<file path="config.mk">
export PLATFORM = sky130hd
export DESIGN_NAME = hazard_ctrl
export DESIGN_NICKNAME = d
export VERILOG_FILES = /design/src/rtl/hazard_ctrl.sv
export SDC_FILE = /design/constraint.sdc
export NUM_CORES = 1
export LEC_CHECK = 0
export CELL_PAD_IN_SITES_DETAIL_PLACEMENT = 0
export CELL_PAD_IN_SITES_GLOBAL_PLACEMENT = 2
export CORE_MARGIN = 2
export CORE_UTILIZATION = 19
export CTS_BUF_LIST = sky130_fd_sc_hd__clkbuf_4 sky130_fd_sc_hd__clkbuf_8 sky130_fd_sc_hd__clkbuf_16
export DETAILED_ROUTE_END_ITERATION = 8
export GPL_TIMING_DRIVEN = 0
export HOLD_SLACK_MARGIN = 0.15
export PLACE_DENSITY_LB_ADDON = 0.1
export SLEW_MARGIN = 20
export SYNTH_ARGS = -nofsm -noshare
export SYNTH_HDL_FRONTEND = slang
export SYNTH_SLANG_ARGS = --single-unit
export TNS_END_PERCENT = 1
</file>
<file path="constraint.sdc">
create_clock -name clk_i -period 2.6 [get_ports clk_i]
set_input_delay 0.65 -clock clk_i [delete_from_list [all_inputs] [get_ports clk_i]]
set_output_delay 0.65 -clock clk_i [all_outputs]
set_load 0.03 [all_outputs]
</file>
<file path="src/rtl/hazard_ctrl.sv">
// hazard_ctrl: 5-stage pipeline stall/flush/bubble control with data-memory wait FSM and timeout.
// Ports: clk_i/rst_i (sync active-high); idex_memread_i, idex_rd_i, ifid_rs1_i, ifid_rs2_i for
// load-use detection; branch_taken_i; dmem_req_i/dmem_ack_i memory handshake; outputs pc_write_o,
// ifid_write_o, ifid_flush_o, noop_o, hold_o, err_o, stall_cnt_o, flush_cnt_o.
// Optional macro HAZARD_PERF_EN enables saturating stall/flush counters; otherwise they read 0.
module hazard_ctrl #(
  parameter int MEM_TIMEOUT = 64,
  parameter int CNT_W = 32
) (
  input  logic             clk_i,
  input  logic             rst_i,
  input  logic             idex_memread_i,
  input  logic [4:0]       idex_rd_i,
  input  logic [4:0]       ifid_rs1_i,
  input  logic [4:0]       ifid_rs2_i,
  input  logic             branch_taken_i,
  input  logic             dmem_req_i,
  input  logic             dmem_ack_i,
  output logic             pc_write_o,
  output logic             ifid_write_o,
  output logic             ifid_flush_o,
  output logic             noop_o,
  output logic             hold_o,
  output logic             err_o,
  output logic [CNT_W-1:0] stall_cnt_o,
  output logic [CNT_W-1:0] flush_cnt_o
);
  typedef enum logic [1:0] {RUN, MEM_WAIT, ERROR} state_t;
  state_t state;
  logic [10:0] wait_cnt;
  logic load_use, mem_stall, holding, lu, br;
  assign load_use = idex_memread_i & (idex_rd_i != 5'd0) &
                    ((idex_rd_i == ifid_rs1_i) | (idex_rd_i == ifid_rs2_i));
  assign mem_stall = dmem_req_i & ~dmem_ack_i;
  // An acked MEM_WAIT cycle is not holding, so it decodes hazards exactly like RUN.
  assign holding = (state == RUN & mem_stall) | (state == MEM_WAIT & ~dmem_ack_i) | (state == ERROR);
  assign lu = ~holding & load_use;
  assign br = ~holding & ~load_use & branch_taken_i;
  assign pc_write_o   = ~rst_i & ~holding & ~lu;
  assign ifid_write_o = ~rst_i & ~holding & ~lu;
  assign ifid_flush_o = rst_i | br;
  assign noop_o       = rst_i | lu;
  assign hold_o       = ~rst_i & holding;
  assign err_o        = ~rst_i & (state == ERROR);
  always_ff @(posedge clk_i) begin
    if (rst_i) begin
      state    <= RUN;
      wait_cnt <= '0;
    end else if (state == RUN && mem_stall) begin
      state    <= MEM_WAIT;
      wait_cnt <= 11'd1;
    end else if (state == MEM_WAIT) begin
      if (dmem_ack_i) begin
        state    <= RUN;
        wait_cnt <= '0;
      end else begin
        wait_cnt <= wait_cnt + 11'd1;
        // Timeout once the count of non-acked hold cycles reaches MEM_TIMEOUT.
        if (wait_cnt + 11'd1 == 11'(MEM_TIMEOUT)) state <= ERROR;
      end
    end
  end
`ifdef HAZARD_PERF_EN
  logic [CNT_W-1:0] stall_cnt, flush_cnt;
  logic stall_inc, flush_inc;
  assign stall_inc = lu | (holding & state != ERROR);
  assign flush_inc = br;
  always_ff @(posedge clk_i) begin
    if (rst_i) begin
      stall_cnt <= '0;
      flush_cnt <= '0;
    end else begin
      if (stall_inc && !(&stall_cnt)) stall_cnt <= stall_cnt + CNT_W'(1);
      if (flush_inc && !(&flush_cnt)) flush_cnt <= flush_cnt + CNT_W'(1);
    end
  end
  assign stall_cnt_o = stall_cnt;
  assign flush_cnt_o = flush_cnt;
`else
  assign stall_cnt_o = '0;
  assign flush_cnt_o = '0;
`endif
endmodule

</file>
# Word-level counts from Yosys, hierarchy flattened
# Index checks and enable logic that the tools add are counted.
[classes]
add_sub_neg = 1
n_eq_ne = 5
n_mux = 7
bitwise = 22
n_reduce_logical = 9
[op_table]
columns = ["operator", "count"]
rows = [
  ["$and 1x1->1", 12],
  ["$add 11x1->11 const B", 1],
  ["$eq 11x7->1 const B", 1],
  ["$mux 11", 1],
  ["$eq 5x5->1", 2],
  ["$not 1->1", 5],
  ["$or 1x1->1", 5],
  ["$reduce_bool 5->1", 1],
  ["$mux 1", 4],
  ["$mux 2", 2],
  ["$reduce_and 2->1", 2],
  ["$reduce_bool 2->1", 2],
  ["$reduce_bool 3->1", 1],
  ["$eq 2x1->1 const B", 1],
  ["$eq 2x2->1 const B", 1],
  ["$logic_not 2->1", 1],
  ["$reduce_or 2->1", 1],
  ["$logic_and 1x1->1", 1],
]
[word_totals]
reg_bits = 13
in_bits = 21
out_inout_bits = 70
wordCells = 48

# Longest topological paths before layout
[depth]
depth_word = 9
mapped_depth = 6
ltp_nobuf = 5

# Worst setup path after synthesis
# Ideal clock, no wire load.
[synth_path]
path_kind = "in2out"
from = "input port idex_rd_i[1]"
to = "output port pc_write_o"
arrival_time_ns = 2.199
slack_ns = -0.249
stages = 4
n_path_buf = 1
cell_sequence = "or4_1 -> o21a_1 -> a21oi_1 -> buf_4"
[synth_via]
elab_chain_len = 6
elab_cells_between_ends = 9
[synth_lines]
columns = ["item", "line", "text"]
rows = [
  ["start, declared", "13", "input logic [4:0] idex_rd_i,"],
  ["$eq 5x5->1 or $reduce_bool 5->1 (tied branches)", "33, 32", ""],
  ["$or 1x1->1 or $and 1x1->1 (tied branches)", "33, 32", ""],
  ["$and 1x1->1 *", "32", "assign load_use = idex_memread_i & (idex_rd_i != 5'd0) &"],
  ["$and 1x1->1 *", "37", "assign lu = ~holding & load_use;"],
  ["$not 1->1 *", "-", ""],
  ["$and 1x1->1 *", "-", ""],
  ["end, declared", "19", "output logic pc_write_o,"],
]
# Mark *: on every way between the ends. The rest lies on a longest branch, timed or not.

# Worst setup path after layout
[layout_path]
from = "input port idex_rd_i[4]"
to = "output port pc_write_o"
[layout_via]
elab_chain_len = 6
elab_cells_between_ends = 9
[layout_lines]
columns = ["item", "line", "text"]
rows = [
  ["$eq 5x5->1 or $reduce_bool 5->1 (tied branches)", "33, 32", ""],
  ["$or 1x1->1 or $and 1x1->1 (tied branches)", "33, 32", ""],
  ["$and 1x1->1 *", "32", ""],
  ["$and 1x1->1 *", "37", ""],
  ["$not 1->1 *", "39", "assign pc_write_o = ~rst_i & ~holding & ~lu;"],
  ["$and 1x1->1 *", "39", ""],
]
# Marks and branches as above.

==> flow_summary.ini <==
[grt]
grtUsageMet3_pct = 2.929
met2_usage_pct = 12.08
grt.busiest_layer = met2
gr-usage-all-layers_pct = 7.825
grt_max_degree = 11
antenna_found_initial = 1
met1_usage_pct = 10.03
globalRouteOverflowTotal = 0
grt_pass1_wl_mm = 5.430
grt_pass1_vias = 1130

[place]
gp_congestion = 0.6714
dp_cells = 383
io_buffers = 26
placed_area_mm2 = 0.002136
place_hpwl_mm = 2.800

[cells_and_area]
drive_gt1_share_pct = 34.74
fin_area_mm2 = 0.002213
nNetsFinal = 308
area_growth_pct = 47.54
finalNonFillerCells = 388

[floorplanning]
rows = 32
coreArea_mm2 = 0.007687
io-pin-count = 91
die_x_um = 92.86
die_y_um = 92.86
start_util_pct = 19.51
die-area_mm2 = 0.008622

[sta]
setup_viol = 0
fin_skew_ns = 0.004931
slew_violations = 0
rsz0062_at_grt = no
fmax_mhz = 387.9
tightest_slew_ns = 0.5741
period_minus_slack_ns = 2.578
relSlewSlack_pct = 61.73
fin_setup_tns_ns = 0
fin_crit_sh_pct = 99.15
timing.final.hold_violations = 0
hold_ws_ns = 0.5149

[clock_network]
cts_buffers = 3
cts-root-buf = clkbuf_8
numClockSinks = 13
htreeDepth = 1
cts_tree = done
cts_setup_buffers = 0
clk_latency_ns = 0.25
clockBufferDepth = 2
clkTransAtPathRegs_ns = 0.06

[synthesis]
syn_area_mm2 = 0.001500
ys_ff_latch = 13
synthArstFlopShare_pct = 0
ys_top_cells_by_area = buf_4 (33%), dfxtp_1 (17%), xnor2_1 (5.8%), a21oi_1 (5.7%), nor2_1 (2.5%)
synth_largest_area_cell = buf_4
synth_warnings = 0
synth.distinct_cells = 43
yosysTopAreaCellShare_pct = 33.03
ys_seq_area_share_pct = 17.35
synth_cells = 192
synth_edf_count = 0
ys.flop_type = dfxtp_1
syn_avg_cell_area_um2 = 7.813

[setup_path]
r2r-end = wait_cnt[10]$_SDFFE_PP0N_
crit_path_max_fanout = 3
crit_end = pc_write_o
reg2reg_slack_ns = 0.89
cp-startpoint = idex_rd_i[4]
reg2reg_from = wait_cnt[0]$_SDFFE_PP0P_
reg2regPathDepth = 6
required_ns = 1.95
critPathKind = in -> out
critPathCaptureType = output pin
cp-start-kind = input pin
critical_path_arrival_ns = 1.93

[routing]
drt_iter0_markers = 23
totalWireLength_mm = 3.617
via_count = 1354
firstDrtPassIters = 4
route.detailed.drc = 0
postRouteAntennaNets = 0
viasPerCell = 3.490
wire_per_inst_um = 9.322

[power_and_ir_drop]
ir_drop_mv = 0.1016
power_density_mw_per_mm2 = 328.3
total_power_uw = 726.7
cellLeakagePower_nw = 1.112

[status]
outcome = completed

[flow_run]
cap_viol_max_count = 0

[hold_path]
hp-class = reg -> reg
[routing by layer]
| layer | routed length [um] | share of wire [%] |
|---|---|---|
| met1 | 1679 | 46 |
| met2 | 1526 | 42 |
| met3 | 371 | 10 |
| met4 | 40 | 1.1 |
| met5 | 0 | 0 |
[kinds of logic after synthesis]
group,after synthesis,synth area share (%)
AOI/OAI and AO/OA,41,17.10
xor gates and xnor gates,10,5.838
adders and majority gates,1,0.8339
buffers and inverters,73,35.86
DFF,13,17.35
muxes,1,0.6672
other,1,0.2500
and+or+nand+nor,52,22.10
[timing repair]
item / in CTS / in global routing
gates cloned: 0 / 0
pin swaps: 6 / 12
hold buffers: 0 / 0
endpoints found under the setup margin: 6 / 5
gates resized for setup: 51 / 16
[metrics by stage]
step	setup slack, ns	util, %
2_1_floorplan	0.06108	-
3_3_place_gp	-0.9339	27.78
3_5_place_dp	-0.9261	27.78
4_1_cts	-0.01207	28.34
5_1_grt	0.001035	28.79
6_report	0.02218	28.79
[cell usage in the layout, fill, tap and decap left out, types with 2 or more instances in the layout]
| cell | n |
|---|---|
| or3_1 | 2 |
| nand3b_1 | 3 |
| or4b_1 | 2 |
| o21ai_0 | 7 |
| clkbuf_8 | 3 |
| nand4_1 | 4 |
| nor2_1 | 10 |
| or2b_2 | 2 |
| nand4b_1 | 3 |
| dlymetal6s2s_1 | 8 |
| clkbuf_1 | 4 |
| buf_6 | 5 |
| a31oi_1 | 4 |
| nand2_1 | 6 |
| dlygate4sd2_1 | 4 |
| xnor2_1 | 9 |
| clkdlybuf4s50_1 | 4 |
| dfxtp_1 | 13 |
| o21ai_1 | 4 |
| nor3b_1 | 2 |
| and3_1 | 2 |
| conb_1 | 64 |
| buf_4 | 66 |
| a21oi_1 | 16 |
| buf_2 | 6 |
| nand3_1 | 4 |
[power breakdown]
| group | switching [mW] | total, mW | internal (mW) |
|---|---|---|---|
| sequential | 0.00329 | 0.205 | 0.202 |
| clock | 0.0844 | 0.204 | 0.119 |
| combinational | 0.195 | 0.318 | 0.123 |
[worst max-delay path, cell delays in order]
cell and delay [ns]:
buf_4 0.13, or4_4 0.54, o21a_4 0.23, a21oi_4 0.16, buf_6 0.11, buf_6 0.11
[worst min path at each step]
stage	start	end	slack (ns)	cells after the start
after CTS	wait_cnt[2]$_SDFFE_PP0N_	wait_cnt[2]$_SDFFE_PP0N_	0.52	2
final	wait_cnt[2]$_SDFFE_PP0N_	wait_cnt[2]$_SDFFE_PP0N_	0.51	2
after floorplan	wait_cnt[2]$_SDFFE_PP0N_	wait_cnt[2]$_SDFFE_PP0N_	0.47	2
after global routing	wait_cnt[1]$_SDFFE_PP0N_	wait_cnt[1]$_SDFFE_PP0N_	0.56	2
after detailed placement	wait_cnt[2]$_SDFFE_PP0N_	wait_cnt[2]$_SDFFE_PP0N_	0.51	2
after global placement	wait_cnt[2]$_SDFFE_PP0N_	wait_cnt[2]$_SDFFE_PP0N_	0.49	2
[cells in the mapped netlist (2+ instances only)]
cell type / instances
buf_4: 66
a21oi_1: 17
dfxtp_1: 13
nor2_1: 10
xnor2_1: 10
o21ai_0: 7
nand2_1: 6
o21ai_1: 5
a31oi_1: 4
clkbuf_1: 4
nand3_1: 4
nand4_1: 4
nand3b_1: 3
nand4b_1: 3
and3_1: 2
buf_6: 2
nor3b_1: 2
o21a_1: 2
or2b_2: 2
or3_1: 2
or4b_1: 2
[final cells by class]
type,count,area [um^2]
antenna,1,2.502
buffer,73,541.8
clock buffer,4,48.80
fill,876,5474
multi-input combinational,169,985.9
sequential,13,260.3
tap,102,127.6
timing repair buffer,26,246.5
[flip-flops by register name (all words and copies together) (netlist names)]
signal / count
wait_cnt: 11
state: 2
(Power assumes the default switching activity.)
==> variant 1 (config.mk and constraints unchanged) <==
Set the parameter `CNT_W` to 28 (it was 32).
--- a/src/rtl/hazard_ctrl.sv
+++ b/src/rtl/hazard_ctrl.sv
@@ -6,5 +6,5 @@
 module hazard_ctrl #(
   parameter int MEM_TIMEOUT = 64,
-  parameter int CNT_W = 32
+  parameter int CNT_W = 28
 ) (
   input  logic             clk_i,
Interface: changed (resized flush_cnt_o and stall_cnt_o); port bits go from 91 to 83. The function was not compared with the original's and may differ.
==> variant 1 against the unedited design <==
Setup slack improved by 0.029 ns. Cell area decreased by 3.7%. Synthesized area decreased by 4.0%. Sequential cell count unchanged. Total power decreased by 3.9%. Wire length decreased by 1.3%. Worst hold slack got worse by 0.012 ns. Synthesized cell count decreased by 4.2%. Register-to-register slack got worse by 0.05 ns.
==> variant 1: results (changes against the unedited design) <==
final_layout:
  final_nets: 292  # was 308
  drive_gt1_share_pct: 33.5  # was 34.7%
  diodes: 0  # was 1
  num-fill-cells: 840  # was 876
yosys:
  synth-xor-area-share_pct: 6.08  # was 5.84%
  syn-mean-instance-area_um2: 7.83  # was 7.81 µm²
  ys_top_cells_by_count: "buf_4 (58), a21oi_1 (17), dfxtp_1 (13)"  # was buf_4 (66), a21oi_1 (17), dfxtp_1 (13)
  synth_compound_area_share_pct: 17.8  # was 17.1%
  synthAdderAreaFrac_pct: 0.869  # was 0.834%
  muxShareOfSynthArea_pct: 0.695  # was 0.667%
  yosysUniqueCellTypes: 43  # unchanged
  ys_seq_area_share_pct: 18.1  # was 17.3%
  synth_top_cells_by_area: "buf_4 (30%), dfxtp_1 (18%), xnor2_1 (6.1%)"  # was buf_4 (33%), dfxtp_1 (17%), xnor2_1 (5.8%)
timing:
  slew_headroom_pct: 60.9  # was 61.7%
  skew_ns: 0.00278  # was 0.00493 ns
placed_design:
  place_area_um2: 2040  # was 2140 µm²
  placed_cells: 364  # was 383
  portBuffers: 26  # unchanged
  finalWeightedCongestion: 0.699  # was 0.671
  dpl.hpwl_um: 2730  # was 2800 µm
detailed_routing:
  totalWireLength_um: 3570  # was 3620 µm
  dr.pass1.iters: 4  # unchanged
  drtIter0Drc: 31  # was 23
  routedWlPerCell_um: 9.70  # was 9.32 µm
  viasPerCell: 3.61  # was 3.49
power_and_ir_drop:
  ir_worst_vdd_mv: 0.156  # was 0.102 mV
  total_leakage_power_nw: 1.04  # was 1.11 nW
worst_setup_path:
  critPathArrivalTime_ns: 1.90  # was 1.93 ns
clocking:
  clk_latency_ns: 0.24
  path_clk_slew_ns: 0.06  # about the same
  root_buffer: "clkbuf_8"  # unchanged
global_route:
  grtUsageMet2_pct: 13.1  # was 12.1%
  grt_pass1_wl_um: 5680  # was 5430 µm
  grt_use_met3_pct: 3.65  # was 2.93%
  grt_use_total_pct: 8.28  # was 7.83%
  antenna_found_initial: 0  # was 1
  grt_pass1_vias: 1151  # was 1130
  use_met1_pct: 10.4  # was 10.0%
outcome:
  status: "completed"  # unchanged
min_path:
  hold_class: "flop to flop"  # unchanged
[variant 1: layout make-up]
class / instances / area [µm²] / share of cell area, %
buffer: 65 / 482 / 22.6
clock buffer: 4 / 48.8 / 2.29
multi-input combinational: 161 / 956 / 44.8
sequential: 13 / 260 / 12.2
tap: 99 / 124 / 5.81
timing repair buffer: 26 / 262 / 12.3
[variant 1: logic make-up after synthesis]
logic type                 Yosys count
buffers and inverters               65
and+or+nand+nor                     52
AOI/OAI and AO/OA                   41
DFF                                 13
xor gates and xnor gates            10
adders and majority gates            1
other                                1
muxes                                1
[variant 1: power by group]
part	switching, mW	total [mW]	leakage (nW)	internal, mW
Combinational	0.179	0.296	0.912	0.117
Clock	0.0794	0.198	0.0262	0.119
Sequential	0.00327	0.205	0.105	0.202
[variant 1: worst paths after layout]
| check | slack (ns) | endpoint | cells after the start | start |
|---|---|---|---|---|
| max | 0.05 | pc_write_o | 6 | idex_rd_i[3] |
| min | 0.50 | wait_cnt[2] | 2 | wait_cnt[2] |
| max reg2reg | 0.84 | state[1] | 5 | wait_cnt[0] |
| min reg2reg | 0.50 | wait_cnt[2] | 2 | wait_cnt[2] |
[variant 1: layer usage]
metal	part of all wire (%)	vias up
met3	9.5	2
li1	-	699
met2	43	48
met4	0.81	0
met1	47	579
met5	0	-
[variant 1: metrics by stage]
stage	setup slack (ns)	util (%)
after floorplan	0.0611	-
after global placement	-0.922	28.0
final	0.0511	29.2
after CTS	-0.0451	28.7
after global routing	0.0202	29.2
after detailed placement	-0.917	28.0
[variant 1: repair_timing]
action                     4_1_cts  5_1_grt
gates cloned                     0        0
pin swaps                        3       14
resized for setup               47       21
setup endpoints to repair        6        5
[variant 1: critical path: stages]
cell     delay, ns
buf_2         0.13
or4_4         0.52
o21a_4        0.22
a21oi_4       0.16
buf_6         0.11
buf_6         0.11
==> variant 2 (config.mk and constraints unchanged) <==
Made on the original files. Register the output `err_o`, with the module's reset; this adds one clock of latency there. The other outputs are not delayed to match.
--- a/src/rtl/hazard_ctrl.sv
+++ b/src/rtl/hazard_ctrl.sv
@@ -42,5 +42,11 @@
   assign noop_o       = rst_i | lu;
   assign hold_o       = ~rst_i & holding;
-  assign err_o        = ~rst_i & (state == ERROR);
+  always_ff @(posedge clk_i) begin
+    if (rst_i) begin
+      err_o <= '0;
+    end else begin
+      err_o <= ~rst_i & (state == ERROR);
+    end
+  end
   always_ff @(posedge clk_i) begin
     if (rst_i) begin
Behaviour: same outputs for any inputs over 10 cycles, from zero or initial values and one cycle with rst_i high; that may be too few to reach the edited logic, so the function may still have changed.
==> variant 2 against the unedited design <==
Sequential share of layout area up 0.88 points. Total power fell by 0.73%. Sequential power rose by 7%. Cell area is 0.23% higher. Setup slack improved by 0.0058 ns. Synthesized area increased by 1.3%. Sequential cell count is 1 higher. Wire length is 2.8% lower. Largest cell class unchanged.
==> variant 2: results (changes against the unedited design) <==
outcome:
  status: "completed"  # unchanged
final_layout:
  top_regs: "wait_cnt: 11 flops, state: 2 flops, err_o: 1 flops"  # was wait_cnt: 11 flops, state: 2 flops
  num-fill-cells: 861  # was 876
  drive_gt1_share_pct: 33.7  # was 34.7%
  final_nets: 309  # was 308
power_and_ir_drop:
  total_leakage_power_nw: 1.10  # was 1.11 nW
  ir_worst_vdd_mv: 0.101  # was 0.102 mV
  power.internal_mw: 0.443  # was 0.444 mW
  pwr-share-clk_pct: 25.3  # was 28.0%
yosys:
  yosysWarnings: 0  # unchanged
  ys_seq_area_share_pct: 18.4  # was 17.3%
  synth_top_cells_by_area: "buf_4 (33%), dfxtp_1 (18%), xnor2_1 (5.8%)"  # was buf_4 (33%), dfxtp_1 (17%), xnor2_1 (5.8%)
  async_flop_share_pct: 0  # unchanged
  ys_top_cells_by_count: "buf_4 (66), a21oi_1 (17), dfxtp_1 (14)"  # was buf_4 (66), a21oi_1 (17), dfxtp_1 (13)
placed_design:
  dpl.hpwl_um: 2750  # was 2800 µm
  finalWeightedCongestion: 0.732  # was 0.671
  portBuffers: 26  # unchanged
detailed_routing:
  drtIter0Drc: 18  # was 23
  routedWlPerCell_um: 9.06  # was 9.32 µm
  viasPerCell: 3.42  # was 3.49
global_route:
  grt_pass1_wl_um: 5730  # was 5430 µm
  grt_use_total_pct: 8.10  # was 7.83%
  grt_pass1_vias: 1236  # was 1130
timing:
  skew_ns: 0.00163  # was 0.00493 ns
  slew_headroom_pct: 63.0  # was 61.7%
worst_setup_path:
  rrSetupSlack_ns: 0.91  # was 0.89 ns
  critPathTopFamily: "simple AND/OR/NAND/NOR gates"  # unchanged
clocking:
  cts_htree_levels: 1  # unchanged
  root_buffer: "clkbuf_8"  # unchanged
min_path:
  whs_path_depth: 2  # unchanged
[variant 2: changes by cell type in the layout (fill, tap and decap cells not counted), sizes merged]
cell,before,now
clkbuf,9,10
clkdlybuf4s50,4,7
clkdlybuf4s15,1,0
dfxtp,13,14
buf,77,75
dlygate4sd2,4,3
dlymetal6s2s,8,7
[variant 2: metal layers]
metal | up-vias | track usage [%] | routed length, µm
li1 | 726 | - | -
met5 | - | 0 | 0
met1 | 550 | 9.60 | 1510
met3 | 2 | 2.90 | 298
met2 | 48 | 14.1 | 1680
met4 | 0 | 1.47 | 23
[variant 2: repair_timing]
action | 4_1_cts | 5_1_grt
resized for setup | 48 | 14
endpoints found under the setup margin | 5 | 5
pin swaps | 5 | 13
[variant 2: logic make-up after synthesis]
kind of cell               after synthesis  share of synthesized area, %
DFF                                     14                          18.4
xor gates and xnor gates                10                          5.76
other                                    1                         0.247
adders and majority gates                1                         0.823
buffers and inverters                   73                          35.4
muxes                                    1                         0.658
and+or+nand+nor                         52                          21.8
AOI/OAI and AO/OA                       41                          16.9
[variant 2: worst max-delay path by stage]
stage,endpoint,from,slack (ns)
global placement,pc_write_o,idex_rd_i[1],-0.94
CTS,pc_write_o,ifid_rs2_i[2],0.01
floorplan,pc_write_o,idex_rd_i[1],0.06
finish,pc_write_o,idex_rd_i[3],0.03
detailed placement,pc_write_o,idex_rd_i[1],-0.91
global route,pc_write_o,idex_rd_i[3],-0.0008
[variant 2: per-stage QoR]
step / hold WS (ns) / setup slack (ns) / cell area [µm²] / total power [mW] / cells
3_3_place_gp: 0.498 / -0.940 / 2160 / 0.542 / 384
3_5_place_dp: 0.498 / -0.912 / 2160 / 0.540 / 384
4_1_cts: 0.506 / 0.00997 / 2190 / 0.727 / 387
6_report: 0.508 / 0.0279 / 2220 / 0.721 / 388
5_1_grt: 0.554 / -0.000789 / 2220 / 0.767 / 388
2_1_floorplan: 0.466 / 0.0611 / 1770 / 0.480 / 256
[variant 2: area by class of cell]
cell class,instances,area (µm²),share of cell area (%)
well taps,102,128,5.75
repair buffers,26,246,11.1
diodes,1,2.50,0.113
flip-flops and latches,14,280,12.6
plain buffers,73,542,24.4
clock buffers,3,41.3,1.86
multi-input cells,169,978,44.1
[variant 2: power by group through the flow]
stage / logic (mW) / clock network (mW) / registers, mW
global route: 0.341 / 0.206 / 0.220
floorplan: 0.256 / 0 / 0.224
global placement: 0.317 / 0 / 0.225
detailed placement: 0.315 / 0 / 0.225
CTS: 0.313 / 0.194 / 0.220
finish: 0.319 / 0.183 / 0.220
[variant 2: tightest hold or removal path: cells and delay by family, from the launching register on]
family | cells | cell delay [ns]
flip-flops | 1 | 0.33
AO/OA/AOI/OAI | 2 | 0.14
